$ cat config.mk
export PLATFORM = sky130hd
export DESIGN_NAME = load_store_unit
export DESIGN_NICKNAME = d
export VERILOG_FILES = /design/src/rtl/load_store_unit.sv
export SDC_FILE = /design/constraint.sdc
export NUM_CORES = 1
export LEC_CHECK = 0
export ABC_AREA = 0
export CAP_MARGIN = 25
export CORE_ASPECT_RATIO = 0.5
export CORE_UTILIZATION = 47
export CTS_CLUSTER_DIAMETER = 60
export DETAILED_ROUTE_END_ITERATION = 10
export PLACE_DENSITY = 0.91
export SLEW_MARGIN = 20
export SYNTH_ARGS = -nofsm -noshare
export SYNTH_HDL_FRONTEND = slang
export SYNTH_SLANG_ARGS = --single-unit
$ cat constraint.sdc
create_clock -name clk -period 7.38 [get_ports clk]
set_input_delay 1.476 -clock clk [delete_from_list [all_inputs] [get_ports clk]]
set_output_delay 1.476 -clock clk [all_outputs]
set_load 0.02 [all_outputs]
$ cat src/rtl/load_store_unit.sv
// -----------------------------------------------------------------------------
// load_store_unit
//
// Single-outstanding load/store engine between a pipeline and a simple
// combinational-read data memory. A request is accepted in IDLE, checked for
// alignment and range, and then either answered immediately with an error or
// walked through SETUP (1 cycle) and ACCESS (WAIT_CYCLES cycles) before the
// response is presented in RESP until the pipeline takes it.
//
// Ports
//   clk, rst                    clock, asynchronous active-high reset
//   req_valid / req_ready       request handshake
//   req_we, req_byte,
//   req_signed, req_addr,
//   req_wdata                   request fields (store / byte / sign / addr / data)
//   resp_valid / resp_ready     response handshake
//   resp_rdata, resp_err        load result (0 for stores/errors), error flag
//   mem_raddr, mem_waddr,
//   mem_wdata, mem_en,
//   mem_byte_en                 memory request (mem_en = one-cycle write strobe)
//   mem_data                    memory read data, combinational from mem_raddr
// -----------------------------------------------------------------------------
module load_store_unit #(
    parameter int MEM_BYTES   = 512,
    parameter int WAIT_CYCLES = 1
) (
    input  logic        clk,
    input  logic        rst,
    input  logic        req_valid,
    output logic        req_ready,
    input  logic        req_we,
    input  logic        req_byte,
    input  logic        req_signed,
    input  logic [31:0] req_addr,
    input  logic [31:0] req_wdata,
    output logic        resp_valid,
    input  logic        resp_ready,
    output logic [31:0] resp_rdata,
    output logic        resp_err,
    output logic [31:0] mem_raddr,
    output logic [31:0] mem_waddr,
    output logic [31:0] mem_wdata,
    output logic        mem_en,
    output logic        mem_byte_en,
    input  logic [31:0] mem_data
);

    localparam logic [1:0] IDLE   = 2'd0;
    localparam logic [1:0] SETUP  = 2'd1;
    localparam logic [1:0] ACCESS = 2'd2;
    localparam logic [1:0] RESP   = 2'd3;

    localparam logic [3:0] LAST_WAIT = 4'(WAIT_CYCLES - 1);

    logic [1:0]  state_q, state_d;
    logic        we_q, we_d;
    logic        byte_q, byte_d;
    logic        signed_q, signed_d;
    logic        err_q, err_d;
    logic [31:0] addr_q, addr_d;
    logic [31:0] wdata_q, wdata_d;
    logic [31:0] rdata_q, rdata_d;
    logic [3:0]  wait_q, wait_d;

    logic        accept;
    logic        req_err;
    logic [32:0] end_addr;
    logic [31:0] load_val;
    logic        in_mem;
    logic        store_hold;

    // req_ready is gated by rst directly so it is low for the whole reset
    // pulse and rises in the same cycle reset is released.
    assign req_ready = (state_q == IDLE) && !rst;
    assign accept    = req_valid && req_ready;

    // Last byte touched, computed one bit wider so addresses near 2^32 do
    // not wrap back into range.
    assign end_addr = {1'b0, req_addr} + (req_byte ? 33'd0 : 33'd3);
    assign req_err  = (!req_byte && (req_addr[1:0] != 2'b00)) ||
                      (end_addr >= 33'(MEM_BYTES));

    always_comb begin
        if (!byte_q) begin
            load_val = mem_data;
        end else if (signed_q) begin
            load_val = {{24{mem_data[7]}}, mem_data[7:0]};
        end else begin
            load_val = {24'd0, mem_data[7:0]};
        end
    end

    always_comb begin
        state_d  = state_q;
        we_d     = we_q;
        byte_d   = byte_q;
        signed_d = signed_q;
        err_d    = err_q;
        addr_d   = addr_q;
        wdata_d  = wdata_q;
        rdata_d  = rdata_q;
        wait_d   = wait_q;
        case (state_q)
            IDLE: begin
                if (accept) begin
                    we_d     = req_we;
                    byte_d   = req_byte;
                    signed_d = req_signed;
                    addr_d   = req_addr;
                    wdata_d  = req_wdata;
                    err_d    = req_err;
                    rdata_d  = 32'd0;
                    state_d  = req_err ? RESP : SETUP;
                end
            end
            SETUP: begin
                wait_d  = 4'd0;
                state_d = ACCESS;
            end
            ACCESS: begin
                if (wait_q == LAST_WAIT) begin
                    rdata_d = we_q ? 32'd0 : load_val;
                    state_d = RESP;
                end else begin
                    wait_d = wait_q + 4'd1;
                end
            end
            default: begin
                if (resp_ready) begin
                    state_d = IDLE;
                end
            end
        endcase
    end

    always_ff @(posedge clk or posedge rst) begin
        if (rst) begin
            state_q  <= IDLE;
            we_q     <= 1'b0;
            byte_q   <= 1'b0;
            signed_q <= 1'b0;
            err_q    <= 1'b0;
            addr_q   <= 32'd0;
            wdata_q  <= 32'd0;
            rdata_q  <= 32'd0;
            wait_q   <= 4'd0;
        end else begin
            state_q  <= state_d;
            we_q     <= we_d;
            byte_q   <= byte_d;
            signed_q <= signed_d;
            err_q    <= err_d;
            addr_q   <= addr_d;
            wdata_q  <= wdata_d;
            rdata_q  <= rdata_d;
            wait_q   <= wait_d;
        end
    end

    assign in_mem = (state_q == SETUP) || (state_q == ACCESS);

    // Store address/data are also held through RESP so they never move in
    // the cycle right after the write strobe, even with a 1-cycle ACCESS.
    assign store_hold = we_q && !err_q && (in_mem || (state_q == RESP));

    assign mem_en      = (state_q == ACCESS) && we_q && (wait_q == 4'd0);
    assign mem_byte_en = in_mem && byte_q;
    assign mem_raddr   = (in_mem && !we_q) ? addr_q : 32'd0;
    assign mem_waddr   = store_hold ? addr_q : 32'd0;
    assign mem_wdata   = store_hold ? wdata_q : 32'd0;

    assign resp_valid = (state_q == RESP);
    assign resp_rdata = resp_valid ? rdata_q : 32'd0;
    assign resp_err   = resp_valid && err_q;

endmodule

==> metrics <==
vias in the first global route=between 5000 and 6000; Core ar.=~12000 sq um; CP Capture Type=output pin; worst vdd ir=about 0.19 mV; synthesis-stage register bit count=106; Fin Setup TNS=0 ps; Syn Nets=around 700; register area share after synthesis=0.460; CP top delay family=buffers and inverters; slowest CP cell=nor3b_2; IO buf count=about 240; CP Data Arrival Time=between 3000 and 4000 ps; Syn Std Cell Area=around 5800 sq um; Final Hold Vio Count=0; worst-skew pair later-pin latency=roughly 360 ps; Cell Pwr Density=around 360 nW/um^2; post-synthesis xor/xnor area fraction=0.00455; crit start category=flop; Hold WC Path Type=reg2reg; TritonCTS clock tree=built; Detailed Route WL=16100 um; Pleak=roughly 3.5 nW; Avg Cell Area, Syn=between 9 and 10 sq um; # diodes=0; Ports=between 200 and 250; Crit Path Category=reg2out; Final period util=0.627; crit-path max cell delay=about 690 ps; initial core utilization=0.486; Vias per Instance=approximately 5.3; crit path buf inv count=3; post-CTS sizing=0; largest net degree at the start of global routing=between 80 and 90; WP data required=about 5900 ps; via count=between 5000 and 6000; CP cell instances=inv_1, ha_1, nor3b_2, buf_4, and2_1, clkdlybuf4s50_1; Power Total=approximately 3.1 mW; Worst Path Max Fanout=48; mux share of post-synthesis cell area=0.126; Post-Layout Cell Count=between 900 and 1000; antenna viol nets, final=0; die area=12800 sq um; WHS=476 ps; row cnt=28; H-Tree Depth=3; RSZ-0062 raised after global routing=no; Final Net Count=between 900 and 1000; Area Overhead vs Synth=49.0%; Die Wd=around 160 um; GP Congestion=between 0.8 and 0.9; antenna violations before repair=0; largest family of logic cells by synthesized area=simple AND/OR/NAND/NOR gates; Slew @ Worst Pin=~970 ps; cts bufs inserted=9; MaxCap Viol Count=0; Final Skew=9.32 ps; DRT Pass-1 Iters=6; Fill cells=~850; # DRC=0; Yosys cell types=49; postcts setup bufs=0; Max Fclk=~0.22 GHz; Final Critical Period=4630 ps; fin. max-slew vios=0; asr flop ratio synth=1.00; Root Driver=clkbuf_16; DP Wirelength=roughly 11000 um; CTS Hold Buffers Added=0; Top FF cell, synth=dfrtp_1; Synth Area in Compound Gates=0.0993; Mapped Cells=~580; Placed Cells=roughly 960; first-pass GRT wire length=roughly 26000 um; clk buf depth=2; initial drt markers=between 300 and 400; Post-synth EDFFs=0; # clock sinks=~110; Synth Area in Adders=0.0230; post-synthesis simple-gate area fraction=0.258; GRT Overall Usage=0.255; pre-CTS WS=2960 ps; final-report setup violation count=0; share of cells above drive strength 1=0.130; GRT overflow=0; Synth Warn #=0; Slew headroom=0.350; Final WS setup=between 2000 and 3000 ps; clock-pin slew on the worst setup and hold paths=80 ps; status=finished, final reports clean; Die Ht=80.4 um; DR WL/cell=about 17 um
report_power, final:
group          switching (mW)  internal [mW]
Sequential              0.167          0.842
Combinational           0.795          0.766
Clock                   0.234          0.267
Total                    1.20           1.87
tightest hold or removal path: cells and delay by family (launching register included):
kind / cells / cell delay, ps
and+or+nand+nor: 1 / 50
DFF: 1 / 340
AOI/OAI and AO/OA: 1 / 60
final timing paths:
path / startpoint / end / slack [ps] / cells after the start
max: state_q[0] / mem_wdata[2] / 2750 / 6
max in group asynchronous: rst / wdata_q[1] / 4860 / 3
max reg2reg: state_q[0] / rdata_q[23] / 4490 / 8
min reg2reg: rdata_q[25] / rdata_q[25] / 480 / 2
min in group asynchronous: rst / rdata_q[16] / 1480 / 2
min: rdata_q[25] / rdata_q[25] / 480 / 2
synthesized netlist by cell type, types with 5 or more instances:
library cell,n,share of area
and2_1,131,0.14
dfrtp_1,106,0.46
o21ai_0,67,0.058
mux2_2,63,0.12
nand2_1,61,0.040
clkbuf_1,31,0.020
inv_1,14,0.0091
nand3_1,12,0.010
nor2_1,12,0.0078
ha_1,9,0.020
nor3_1,5,0.0043
area by class of cell:
class | count | area, sq um | area share
Tap cell | 165 | 206 | 0.0240
Clock inverter | 7 | 76.3 | 0.00888
Sequential cell | 106 | 2650 | 0.308
Inverter | 14 | 55.1 | 0.00640
Multi-Input combinational cell | 432 | 2980 | 0.346
Clock buffer | 9 | 225 | 0.0262
Timing Repair Buffer | 239 | 2410 | 0.280
per-layer routing:
layer,track usage,wire (um)
met1,0.315,6810
met2,0.443,7930
met3,0.0604,904
met4,0.0913,446
met5,0,0
through the flow:
stage / instance area, sq um / util
detailed placement: 8260 / 0.696
global placement: 8260 / 0.696
CTS: 8560 / 0.721
finish: 8600 / 0.724
global route: 8600 / 0.724
floorplan: 5770 / -
logic make-up after synthesis:
family                   count (synthesis)
XOR/XNOR                                 3
AND/OR/NAND/NOR                        257
buffers and inverters                   45
adder cells (fa/ha/maj)                 10
AO/OA/AOI/OAI                           97
multiplexers                            65
flip-flops                             106
registers in the layout (all words and copies together), names as in the netlist:
register / cells
addr_q: 32
rdata_q: 32
wdata_q: 32
wait_q: 4
state_q: 2
byte_q: 1
err_q: 1
signed_q: 1
we_q: 1
placed cells by master (no fill, tap or decap), drive strengths merged, types with 3 or more instances in the layout:
master / netlist / routed
clkbuf: 31 / 9
and2: 132 / 132
nor4: 9 / 9
nand2b: 3 / 3
nor2: 12 / 12
a21oi: 5 / 5
nand2: 61 / 61
buf: 0 / 4
clkdlybuf4s50: 0 / 235
nand3: 13 / 13
mux2: 63 / 63
a211oi: 3 / 3
nor3: 5 / 5
nor3b: 3 / 3
o21ai: 70 / 70
ha: 9 / 9
inv: 14 / 16
and3: 5 / 5
dfrtp: 106 / 106
clkinv: 0 / 3
a311oi: 3 / 3
o2111ai: 3 / 3
nand4: 5 / 5
Note: power is estimated with default switching activity, not from simulation.
==> RTL edit: new RTL, same settings <==
Put a register stage on the output `resp_err`, with the module's reset. The value now appears one clock later. The other outputs are not delayed to match.
--- a/src/rtl/load_store_unit.sv
+++ b/src/rtl/load_store_unit.sv
@@ -171,7 +171,13 @@
 
     assign resp_valid = (state_q == RESP);
     assign resp_rdata = resp_valid ? rdata_q : 32'd0;
-    assign resp_err   = resp_valid && err_q;
+    always_ff @(posedge clk or posedge rst) begin
+        if (rst) begin
+            resp_err <= '0;
+        end else begin
+            resp_err <= resp_valid && err_q;
+        end
+    end
 
 endmodule
 
Function: changed (a bounded check fails within 4 cycles, from zero or initial values and one cycle with rst high).
==> RTL edit against the original RTL <==
Worst setup slack better by 15 ps. Count of clock-buffer cells in the layout increased by 1. Power fell by 1.2%. Sequential cell count grew 1. Wire length about the same. Clock skew is 1.2 ps lower. Area after synthesis rose by 0.43%. Design area about the same. Register-to-register slack got worse by 310 ps. Core utilization fell by 0.24 points. Highest routed layer unchanged. Synthesized cell count grew 0.17%.
==> RTL edit: results (changes against the original RTL) <==
Pre-Repair DR Iteration Count: 5 (was 6)
CP Max Fanout: 41 (was 48)
Detail Placement HPWL: 11,600 um (was 11,500 um)
routed wl met3: 734 um (was 904 um)
Reg2Reg Capture Point: rdata_q[6]$_DFFE_PP0P_ (was rdata_q[23]$_DFFE_PP0P_)
syn nets: 697 (was 696)
clk_skew: 8.10 ps (was 9.32 ps)
met1 wire length: 6800 um (was 6810 um)
Setup WS pre-CTS: 2950 ps (was 2960 ps)
CP max stage delay: 760 ps (was 690 ps)
mux cell area share after synthesis: 0.126 (about the same)
ranking of synthesized cells by area: dfrtp_1 (46%), and2_1 (14%), mux2_2 (12%), o21ai_0 (5.8%), nand2_1 (4.0%) (unchanged)
post-synthesis adder-cell area fraction: 0.0229 (was 0.0230)
Post-Route WL: 16,100 um (about the same)
outcome: finished clean (unchanged)
compound-gate portion of the synthesized area: 0.0989 (was 0.0993)
met2 Use GR: 0.450 (was 0.443)
GR met1 Demand/Resource: 0.306 (was 0.315)
wire length on met2: 8080 um (was 7930 um)
vias in the first global route: 4,896 (was 5,130)
Clk Latency, worst-skew pair: 340 ps (was 360 ps)
R2R Setup Slk: 4180 ps (was 4490 ps)
final worst hold slack: 476 ps (about the same)
crit path time final: 4610 ps (was 4630 ps)
crit path capture: mem_waddr[4] (was mem_wdata[2])
critical path arrival: 3130 ps (was 3150 ps)
VDD IR-drop max: 0.000183 V (was 0.000189 V)
min-delay src: rdata_q[18]$_DFFE_PP0P_ (was rdata_q[25]$_DFFE_PP0P_)
synth cell count leaders: and2_1 (131), dfrtp_1 (107), o21ai_0 (67) (was and2_1 (131), dfrtp_1 (106), o21ai_0 (67))
Leakage: 3.49 nW (was 3.50 nW)
Crit-path slowest cell: nor3b_4 (was nor3b_2)
Hold EP: rdata_q[18]$_DFFE_PP0P_ (was rdata_q[25]$_DFFE_PP0P_)
sequential fraction of the synthesis area: 0.462 (was 0.460)
post-synth cell types: 49 (unchanged)
Nets: 917 (was 915)
Worst-Margin Slew: 963 ps (was 975 ps)
first-pass GRT wire length: 25,200 um (was 25,900 um)
placed cell count: 957 (was 955)
synthesized area per cell: 9.92 sq um (was 9.90 sq um)
largest net degree at the start of global routing: 77 (was 81)
Total GRT Usage: 0.248 (was 0.255)
RD Place Congestion: 0.867 (was 0.871)
WP depth: 6 (unchanged)
Post-Synth XOR/XNOR Area: 0.00453 (was 0.00455)
Area after DPL: 8290 sq um (was 8260 sq um)
initial DRC count: 361 (was 359)
post-DR vias/cell: 5.20 (was 5.32)
Avg WL per Cell: 16.5 um (was 16.6 um)
layout cells sized above 1: 0.131 (was 0.130)
[RTL edit: cells by family (layout without fill, tap and decap cells)]
group | after synthesis | in the layout
adder cells (fa/ha/maj) | 10 | 10
AO/OA/AOI/OAI | 97 | 97
flip-flops | 107 | 107
buffers and inverters | 45 | 270
XOR/XNOR | 3 | 3
AND/OR/NAND/NOR | 257 | 257
multiplexers | 65 | 65
[RTL edit: layout make-up]
cell class	instances	area, sq um
inverter	14	55.1
clock buffer	10	239
sequential	107	2680
clock inverter	6	50.0
timing repair buffer	240	2390
tap	165	206
multi-input combinational	432	2970
fill	885	3320
[RTL edit: report_power, final]
group | leakage [nW] | internal (mW) | switching [mW] | total [mW]
registers | 1.34 | 0.850 | 0.184 | 1.03
logic | 2.01 | 0.754 | 0.782 | 1.54
clock network | 0.135 | 0.241 | 0.223 | 0.465
